[config.mk]
export PLATFORM = sky130hd
export DESIGN_NAME = stack_bank_flat
export DESIGN_NICKNAME = d
export VERILOG_FILES = /design/src/rtl/stack_pkg.sv /design/src/rtl/stack_bank_if.sv /design/src/rtl/stack_lifo.sv /design/src/rtl/stack_bank.sv /design/src/flat_wrapper.sv
export SDC_FILE = /design/constraint.sdc
export NUM_CORES = 1
export LEC_CHECK = 0
export BUFFER_PORTS_ARGS = -buffer_cell sky130_fd_sc_hd__buf_2
export CAP_MARGIN = 30
export CORE_AREA = 10 10 315 317
export DETAILED_ROUTE_END_ITERATION = 16
export DIE_AREA = 0 0 325 327
export SLEW_MARGIN = 10
export SYNTH_ARGS = -nofsm -noshare
export SYNTH_HDL_FRONTEND = slang
export SYNTH_SLANG_ARGS = --single-unit
[constraint.sdc]
create_clock -name clk -period 10.7 [get_ports clk]
set_input_delay 2.14 -clock clk [delete_from_list [all_inputs] [get_ports clk]]
set_output_delay 2.14 -clock clk [all_outputs]
set_load 0.01 [all_outputs]
[src/rtl/stack_pkg.sv]
// -----------------------------------------------------------------------------
// stack_pkg
// Shared definitions for the hardware stack bank:
//   - write-back destination codes that address the three stacks
//   - pop-id encodings driven by the stack decoder
//   - helpers that turn a code or pop-id into a one-hot stack select
//     (bit 0 = A, bit 1 = B, bit 2 = C)
// -----------------------------------------------------------------------------
package stack_pkg;

    localparam int NUM_STACKS = 3;

    localparam logic [7:0] CODE_A = 8'h20;
    localparam logic [7:0] CODE_B = 8'h40;
    localparam logic [7:0] CODE_C = 8'h60;

    typedef enum logic [1:0] {
        POP_NONE = 2'd0,
        POP_A    = 2'd1,
        POP_B    = 2'd2,
        POP_C    = 2'd3
    } pop_id_e;

    // Any code other than the three stack codes addresses a general register.
    function automatic logic [NUM_STACKS-1:0] code_to_sel(input logic [7:0] code);
        case (code)
            CODE_A:  return 3'b001;
            CODE_B:  return 3'b010;
            CODE_C:  return 3'b100;
            default: return 3'b000;
        endcase
    endfunction

    function automatic logic [NUM_STACKS-1:0] pop_id_to_sel(input logic [1:0] pop_id);
        case (pop_id)
            POP_A:   return 3'b001;
            POP_B:   return 3'b010;
            POP_C:   return 3'b100;
            default: return 3'b000;
        endcase
    endfunction

endpackage

[src/rtl/stack_bank_if.sv]
// -----------------------------------------------------------------------------
// stack_bank_if
// Bundle between the stack decoder (master) and the stack bank (slave).
//   master drives : commit strobe, pop request, write-back request
//   slave drives  : per-stack top / amount values and full, empty,
//                   overflow, underflow flag vectors (bit 0 = A, 1 = B, 2 = C)
// -----------------------------------------------------------------------------
interface stack_bank_if;

    logic        STACK_commit;
    logic        STACK_pop_flag;
    logic [1:0]  STACK_pop_id;
    logic        STACK_write_back_flag;
    logic [7:0]  STACK_write_back_code;
    logic [31:0] STACK_write_back_value;

    logic [7:0]  STACK_TOP_A;
    logic [15:0] STACK_TOP_B;
    logic [31:0] STACK_TOP_C;
    logic [7:0]  STACK_AMOUNT_A;
    logic [7:0]  STACK_AMOUNT_B;
    logic [7:0]  STACK_AMOUNT_C;
    logic [2:0]  STACK_full;
    logic [2:0]  STACK_empty;
    logic [2:0]  STACK_overflow;
    logic [2:0]  STACK_underflow;

    modport master (
        output STACK_commit, STACK_pop_flag, STACK_pop_id,
               STACK_write_back_flag, STACK_write_back_code, STACK_write_back_value,
        input  STACK_TOP_A, STACK_TOP_B, STACK_TOP_C,
               STACK_AMOUNT_A, STACK_AMOUNT_B, STACK_AMOUNT_C,
               STACK_full, STACK_empty, STACK_overflow, STACK_underflow
    );

    modport slave (
        input  STACK_commit, STACK_pop_flag, STACK_pop_id,
               STACK_write_back_flag, STACK_write_back_code, STACK_write_back_value,
        output STACK_TOP_A, STACK_TOP_B, STACK_TOP_C,
               STACK_AMOUNT_A, STACK_AMOUNT_B, STACK_AMOUNT_C,
               STACK_full, STACK_empty, STACK_overflow, STACK_underflow
    );

endinterface

[src/rtl/stack_lifo.sv]
// -----------------------------------------------------------------------------
// stack_lifo
// One LIFO stack of DEPTH entries, WIDTH bits each (DEPTH 1..255).
// Ports:
//   clk, reset            clock, synchronous active-high reset
//   pop_en_i, push_en_i   qualified pop / push requests for this cycle
//   push_data_i           value written on a push
//   top_o                 entry at count-1, 0 when empty (registered state only)
//   amount_o              entry count
//   full_o, empty_o       occupancy flags
//   overflow_o            sticky: push attempted while full
//   underflow_o           sticky: pop attempted while empty
// A pop and a push in the same cycle are applied pop first, then push.
// -----------------------------------------------------------------------------
module stack_lifo #(
    parameter int WIDTH = 8,
    parameter int DEPTH = 16
) (
    input  logic             clk,
    input  logic             reset,
    input  logic             pop_en_i,
    input  logic             push_en_i,
    input  logic [WIDTH-1:0] push_data_i,
    output logic [WIDTH-1:0] top_o,
    output logic [7:0]       amount_o,
    output logic             full_o,
    output logic             empty_o,
    output logic             overflow_o,
    output logic             underflow_o
);

    localparam int         AW        = (DEPTH > 1) ? $clog2(DEPTH) : 1;
    localparam int         MEM_SIZE  = 1 << AW;
    localparam logic [7:0] DEPTH_CNT = 8'(DEPTH);

    logic [WIDTH-1:0] mem_q [MEM_SIZE];
    logic [7:0]       count_q, count_d;
    logic [7:0]       count_popped;
    logic [AW-1:0]    wr_idx, rd_idx;
    logic             pop_ok, push_ok;
    logic             overflow_q, underflow_q;

    // The push is checked against the count left after the pop, so a
    // same-stack pop+push on a full stack replaces the top instead of
    // overflowing, and a failed pop leaves the push against the old state.
    always_comb begin
        pop_ok       = pop_en_i && (count_q != 8'd0);
        count_popped = pop_ok ? count_q - 8'd1 : count_q;
        push_ok      = push_en_i && (count_popped < DEPTH_CNT);
        count_d      = push_ok ? count_popped + 8'd1 : count_popped;
        wr_idx       = AW'(count_popped);
        rd_idx       = AW'(count_q - 8'd1);
    end

    // NOTE: state registers use non-blocking assignments so every register
    // samples the pre-edge values, regardless of block ordering.
    always_ff @(posedge clk) begin
        if (reset) begin
            count_q     <= 8'd0;
            overflow_q  <= 1'b0;
            underflow_q <= 1'b0;
        end else begin
            count_q <= count_d;
            if (pop_en_i && !pop_ok) begin
                underflow_q <= 1'b1;
            end
            if (push_en_i && !push_ok) begin
                overflow_q <= 1'b1;
            end
        end
    end

    // NOTE: the storage array is deliberately not reset; entries above the
    // count are never observed, and leaving it reset-free lets it map to RAM.
    always_ff @(posedge clk) begin
        if (!reset && push_ok) begin
            mem_q[wr_idx] <= push_data_i;
        end
    end

    assign top_o       = (count_q == 8'd0) ? '0 : mem_q[rd_idx];
    assign amount_o    = count_q;
    assign full_o      = (count_q == DEPTH_CNT);
    assign empty_o     = (count_q == 8'd0);
    assign overflow_o  = overflow_q;
    assign underflow_o = underflow_q;

endmodule

[src/rtl/stack_bank.sv]
// -----------------------------------------------------------------------------
// stack_bank
// Holds hardware stacks A (8-bit), B (16-bit) and C (32-bit) of DEPTH entries.
// Ports:
//   clk, reset   clock, synchronous active-high reset (wins over commit)
//   stack_if     slave side of stack_bank_if: decoder pop / write-back
//                requests in, stack tops, amounts and flags out
// Requests take effect only on the STACK_commit cycle and are visible on all
// outputs after that edge; outputs come from registered state only, which
// keeps the decoder -> bank -> decoder loop free of combinational paths.
// -----------------------------------------------------------------------------
module stack_bank
    import stack_pkg::*;
#(
    parameter int DEPTH = 16
) (
    input  logic         clk,
    input  logic         reset,
    stack_bank_if.slave  stack_if
);

    logic [NUM_STACKS-1:0] pop_en;
    logic [NUM_STACKS-1:0] push_en;

    // Push is decoded from the destination code alone, independent of the
    // pop id, so a pop writing back to a stack code becomes a transfer.
    always_comb begin
        pop_en  = '0;
        push_en = '0;
        if (stack_if.STACK_commit) begin
            if (stack_if.STACK_pop_flag) begin
                pop_en = pop_id_to_sel(stack_if.STACK_pop_id);
            end
            if (stack_if.STACK_write_back_flag) begin
                push_en = code_to_sel(stack_if.STACK_write_back_code);
            end
        end
    end

    stack_lifo #(.WIDTH(8), .DEPTH(DEPTH)) u_stack_a (
        .clk         (clk),
        .reset       (reset),
        .pop_en_i    (pop_en[0]),
        .push_en_i   (push_en[0]),
        .push_data_i (stack_if.STACK_write_back_value[7:0]),
        .top_o       (stack_if.STACK_TOP_A),
        .amount_o    (stack_if.STACK_AMOUNT_A),
        .full_o      (stack_if.STACK_full[0]),
        .empty_o     (stack_if.STACK_empty[0]),
        .overflow_o  (stack_if.STACK_overflow[0]),
        .underflow_o (stack_if.STACK_underflow[0])
    );

    stack_lifo #(.WIDTH(16), .DEPTH(DEPTH)) u_stack_b (
        .clk         (clk),
        .reset       (reset),
        .pop_en_i    (pop_en[1]),
        .push_en_i   (push_en[1]),
        .push_data_i (stack_if.STACK_write_back_value[15:0]),
        .top_o       (stack_if.STACK_TOP_B),
        .amount_o    (stack_if.STACK_AMOUNT_B),
        .full_o      (stack_if.STACK_full[1]),
        .empty_o     (stack_if.STACK_empty[1]),
        .overflow_o  (stack_if.STACK_overflow[1]),
        .underflow_o (stack_if.STACK_underflow[1])
    );

    stack_lifo #(.WIDTH(32), .DEPTH(DEPTH)) u_stack_c (
        .clk         (clk),
        .reset       (reset),
        .pop_en_i    (pop_en[2]),
        .push_en_i   (push_en[2]),
        .push_data_i (stack_if.STACK_write_back_value),
        .top_o       (stack_if.STACK_TOP_C),
        .amount_o    (stack_if.STACK_AMOUNT_C),
        .full_o      (stack_if.STACK_full[2]),
        .empty_o     (stack_if.STACK_empty[2]),
        .overflow_o  (stack_if.STACK_overflow[2]),
        .underflow_o (stack_if.STACK_underflow[2])
    );

endmodule
[src/flat_wrapper.sv]
// flat-port wrapper written by rule: the top's interface ports become plain ports
module stack_bank_flat import stack_pkg::*;
#(
    parameter int DEPTH = 16
)
  (clk, reset, stack_if_STACK_commit, stack_if_STACK_pop_flag, stack_if_STACK_pop_id, stack_if_STACK_write_back_flag, stack_if_STACK_write_back_code, stack_if_STACK_write_back_value, stack_if_STACK_TOP_A, stack_if_STACK_TOP_B, stack_if_STACK_TOP_C, stack_if_STACK_AMOUNT_A, stack_if_STACK_AMOUNT_B, stack_if_STACK_AMOUNT_C, stack_if_STACK_full, stack_if_STACK_empty, stack_if_STACK_overflow, stack_if_STACK_underflow);
  stack_bank_if stack_if_i ();
  input  logic clk;
  input  logic reset;
  input wire logic [$bits(stack_if_i.STACK_commit)-1:0] stack_if_STACK_commit;
  input wire logic [$bits(stack_if_i.STACK_pop_flag)-1:0] stack_if_STACK_pop_flag;
  input wire logic [$bits(stack_if_i.STACK_pop_id)-1:0] stack_if_STACK_pop_id;
  input wire logic [$bits(stack_if_i.STACK_write_back_flag)-1:0] stack_if_STACK_write_back_flag;
  input wire logic [$bits(stack_if_i.STACK_write_back_code)-1:0] stack_if_STACK_write_back_code;
  input wire logic [$bits(stack_if_i.STACK_write_back_value)-1:0] stack_if_STACK_write_back_value;
  output wire logic [$bits(stack_if_i.STACK_TOP_A)-1:0] stack_if_STACK_TOP_A;
  output wire logic [$bits(stack_if_i.STACK_TOP_B)-1:0] stack_if_STACK_TOP_B;
  output wire logic [$bits(stack_if_i.STACK_TOP_C)-1:0] stack_if_STACK_TOP_C;
  output wire logic [$bits(stack_if_i.STACK_AMOUNT_A)-1:0] stack_if_STACK_AMOUNT_A;
  output wire logic [$bits(stack_if_i.STACK_AMOUNT_B)-1:0] stack_if_STACK_AMOUNT_B;
  output wire logic [$bits(stack_if_i.STACK_AMOUNT_C)-1:0] stack_if_STACK_AMOUNT_C;
  output wire logic [$bits(stack_if_i.STACK_full)-1:0] stack_if_STACK_full;
  output wire logic [$bits(stack_if_i.STACK_empty)-1:0] stack_if_STACK_empty;
  output wire logic [$bits(stack_if_i.STACK_overflow)-1:0] stack_if_STACK_overflow;
  output wire logic [$bits(stack_if_i.STACK_underflow)-1:0] stack_if_STACK_underflow;
  assign stack_if_i.STACK_commit = stack_if_STACK_commit;
  assign stack_if_i.STACK_pop_flag = stack_if_STACK_pop_flag;
  assign stack_if_i.STACK_pop_id = stack_if_STACK_pop_id;
  assign stack_if_i.STACK_write_back_flag = stack_if_STACK_write_back_flag;
  assign stack_if_i.STACK_write_back_code = stack_if_STACK_write_back_code;
  assign stack_if_i.STACK_write_back_value = stack_if_STACK_write_back_value;
  assign stack_if_STACK_TOP_A = stack_if_i.STACK_TOP_A;
  assign stack_if_STACK_TOP_B = stack_if_i.STACK_TOP_B;
  assign stack_if_STACK_TOP_C = stack_if_i.STACK_TOP_C;
  assign stack_if_STACK_AMOUNT_A = stack_if_i.STACK_AMOUNT_A;
  assign stack_if_STACK_AMOUNT_B = stack_if_i.STACK_AMOUNT_B;
  assign stack_if_STACK_AMOUNT_C = stack_if_i.STACK_AMOUNT_C;
  assign stack_if_STACK_full = stack_if_i.STACK_full;
  assign stack_if_STACK_empty = stack_if_i.STACK_empty;
  assign stack_if_STACK_overflow = stack_if_i.STACK_overflow;
  assign stack_if_STACK_underflow = stack_if_i.STACK_underflow;
  stack_bank #(.DEPTH(DEPTH)) u_core (.clk(clk), .reset(reset), .stack_if(stack_if_i));
endmodule
==> parameters.txt <==
Parameter                              Value

Outcome
  Status    finished, final reports clean

STA
  Skew final    between 0.04 and 0.05 ns
  Final-report max-slew violation count    0
  Final hold viol count    0
  Unrepaired setup endpoints after global routing    no
  Period utilisation layout    0.6441
  Highest achievable clock rate    between 100 and 150 MHz
  Setup TNS    0 ns
  Slew at the pin with the worst max-slew slack    between 0.9 and 1 ns
  Post-layout min period    around 7 ns
  Final-report setup violation count    0
  Slew Limit Headroom    0.3391
  Final Worst Setup Slack    between 3 and 4 ns

Worst setup path
  Critical setup path kind    register to output port
  Maximum fanout count along the critical path    between 60 and 70
  Endpoint type of the worst setup path    output port
  Standard cell with the maximum stage delay on the critical path    ha_4
  Crit-path cells    inv_1, ha_4, buf_4, buf_16, mux4_2, nor2b_1, a211oi_1, a211oi_1, buf_2
  Most Frequent Cell on Critical Path    a211oi_1
  Critical path startpoint category    register
  Delay of the slowest critical-path stage    between 0.9 and 1 ns
  WP data arrival    roughly 4.8 ns
  Required time at the endpoint of the critical path    8.56 ns

Detailed routing
  Number of iterations in the first detailed-routing pass    5
  Post-DR vias/cell    5.409
  DRT antenna net count    0
  Via count    18,070
  Final routed wire length divided by cell count    between 20 and 25 µm
  Final WL    82.84 mm
  Starting DRT DRC Count    1,536
  DRC violation count after routing    0

Pwr
  Reported leakage power    13.39 nW
  Worst IR drop on VDD    0.0001577 V
  Power density over cell area    about 170 nW/µm²

GRT
  Aggregate global routing overflow    0
  Initial antenna violation count    3
  Pin count of the biggest net entering global routing    between 90 and 100
  GR Util All Layers    0.1527
  Wire length of the first global-routing pass    between 100 and 150 mm
  Vias in the first global route    between 15,000 and 20,000

Die
  Die Height    approximately 330 µm
  Floorplan Core Area    92,770 µm²
  Starting density of the core    0.3980
  Chip Width    around 330 µm
  Site Rows    112
  Number of I/O pins    around 140
  Die area    106,300 µm²

Layout
  NumNets Final    2,066
  Area growth syn-to-layout    14.78%
  Layout cells sized above 1    0.2935

Logic synthesis
  Net Count, Synth    approximately 1,900
  Number of cells produced by synthesis    1,823
  Cell types with the largest area share after synthesis    edfxtp_1 (73%), mux4_2 (14%), a211oi_1 (2.0%)
  Dominant synthesized flop cell    edfxtp_1
  Mean instance size in the synthesized netlist    around 20 µm²
  Number of warning messages in the yosys log    0
  Post-synth top area share    0.7286
  Leading cell type by number of instances after synthesis    edfxtp_1
  FFs w/ async S/R, synth    0
  Seq/Total Area, Yosys    0.7449
  Cell area after synthesis    around 37,000 µm²
  Number of synthesized flops with an enable pin    around 900
  Cell variety after synth    64
  Register bit total from synthesis    about 930
  Cell type with the highest aggregate area in the netlist    edfxtp_1
  Synth cell count leaders    edfxtp_1 (896), mux4_2 (224), a211oi_1 (98)

Placed design
  Gpl congestion    0.7480
  Minimum setup slack after placement    just over 4 ns
  PortBufs    138
  Post-detail-place hpwl    approximately 46 mm

CTS
  Clock Path Buffers    3
  Reg clk slew, reported paths    around 0.060 ns
  Source-to-sink clock delay at the later pin of the worst-skew pair    between 0.6 and 0.7 ns
  Clock Sinks    between 900 and 1,000
  Number of buffers created by CTS    a little under 100
  Level count of the clock H-tree    3
  CTS tree    built
  Root Driver    clkbuf_16
  Hold-fix buffers, CTS    0
  Post-cts gate resize count    0
  Post-CTS setup buffers    0

Flow run
  Max-cap violations    0

Min path
  Hold Crit Class    register to register
## per-layer routing
layer  track usage  up-vias  part of all wire
met5             0        -           0.00016
met4       0.03871        2             0.018
met3       0.02573      103             0.050
met2        0.2438      484              0.48
met1        0.2167     9577              0.46
li1              -     7900                 -
## logic make-up after synthesis
| logic type | after synthesis | synth area share |
|---|---|---|
| flops | 926 | 0.7449 |
| mux | 302 | 0.1585 |
| simple gates | 264 | 0.03920 |
| compound gates | 162 | 0.03090 |
| buf+inv | 138 | 0.01731 |
| fa+ha+maj | 18 | 0.006099 |
| xor+xnor | 13 | 0.003083 |
## area by class of cell
type / instances / area, µm²
clock buffers: 119 / 2531
repair buffers: 191 / 1171
clock inverters: 61 / 528.0
flip-flops and latches: 926 / 27520
multi-input cells: 759 / 8964
diodes: 4 / 10.01
fillers: 7886 / 50380
well taps: 1254 / 1569
inverters: 26 / 97.59
## worst max-delay path, delay by kind of cell, from the launching register on
family | cells | cell delay [ns]
compound gates | 2 | 0.71
fa+ha+maj | 1 | 0.94
buf+inv | 4 | 1.23
flops | 1 | 0.83
mux | 1 | 0.25
simple gates | 1 | 0.14
## state kept, by name, summed over array words and instances, names as in the netlist
register	flops
u_core.u_stack_a.overflow_o	1
u_core.u_stack_c.underflow_o	1
u_core.u_stack_c.mem_q	512
u_core.u_stack_b.amount_o	8
u_core.u_stack_b.underflow_o	1
u_core.u_stack_a.mem_q	128
u_core.u_stack_a.amount_o	8
u_core.u_stack_b.overflow_o	1
u_core.u_stack_c.overflow_o	1
u_core.u_stack_a.underflow_o	1
u_core.u_stack_b.mem_q	256
u_core.u_stack_c.amount_o	8
## final timing paths
kind / from / to / slack, ns / cells after the start
setup / recovery: u_core.u_stack_c.amount_o[0]$_SDFF_PP0_ / stack_if_STACK_TOP_C[6] / 3.81 / 9
hold / removal: u_core.u_stack_a.underflow_o$_SDFFE_PP0P_ / u_core.u_stack_a.underflow_o$_SDFFE_PP0P_ / 0.47 / 2
setup reg to reg: u_core.u_stack_c.amount_o[0]$_SDFF_PP0_ / u_core.u_stack_c.mem_q[6][23]$_DFFE_PP_ / 6.02 / 9
hold reg to reg: u_core.u_stack_a.underflow_o$_SDFFE_PP0P_ / u_core.u_stack_a.underflow_o$_SDFFE_PP0P_ / 0.47 / 2
## cells in the final DEF (no fill, tap or decap), types with 15 or more instances in the layout
cell type / instances
edfxtp_1: 896
mux4_2: 224
buf_2: 138
a211oi_1: 98
clkbuf_16: 98
nor2_1: 81
mux2i_1: 64
nor2b_1: 48
buf_4: 47
dfxtp_1: 27
inv_1: 26
a21oi_1: 26
nand2_1: 24
clkinv_1: 22
nor3_1: 21
clkbuf_1: 21
clkinv_2: 16
o21ai_0: 15
ha_1: 15
## power by group
part	internal, mW	total (mW)	switching, mW
clock	1.82	3.19	1.37
combinational	0.0165	0.0835	0.0670
sequential	3.97	3.97	0.000703
## through the flow
stage / std cells / instance area, µm² / util / total power, mW / hold WS [ns]
2_1_floorplan: 1823 / 36930 / - / 4.066 / 0.4380
3_3_place_gp: 3150 / 39200 / 0.4226 / 4.125 / 0.4502
3_5_place_dp: 3150 / 39200 / 0.4226 / 4.131 / 0.4567
4_1_cts: 3330 / 42260 / 0.4555 / 7.318 / 0.4730
5_1_grt: 3336 / 42380 / 0.4568 / 7.479 / 0.4935
6_report: 3340 / 42390 / 0.4569 / 7.245 / 0.4698
No activity file was read; power rests on OpenSTA's default activity.
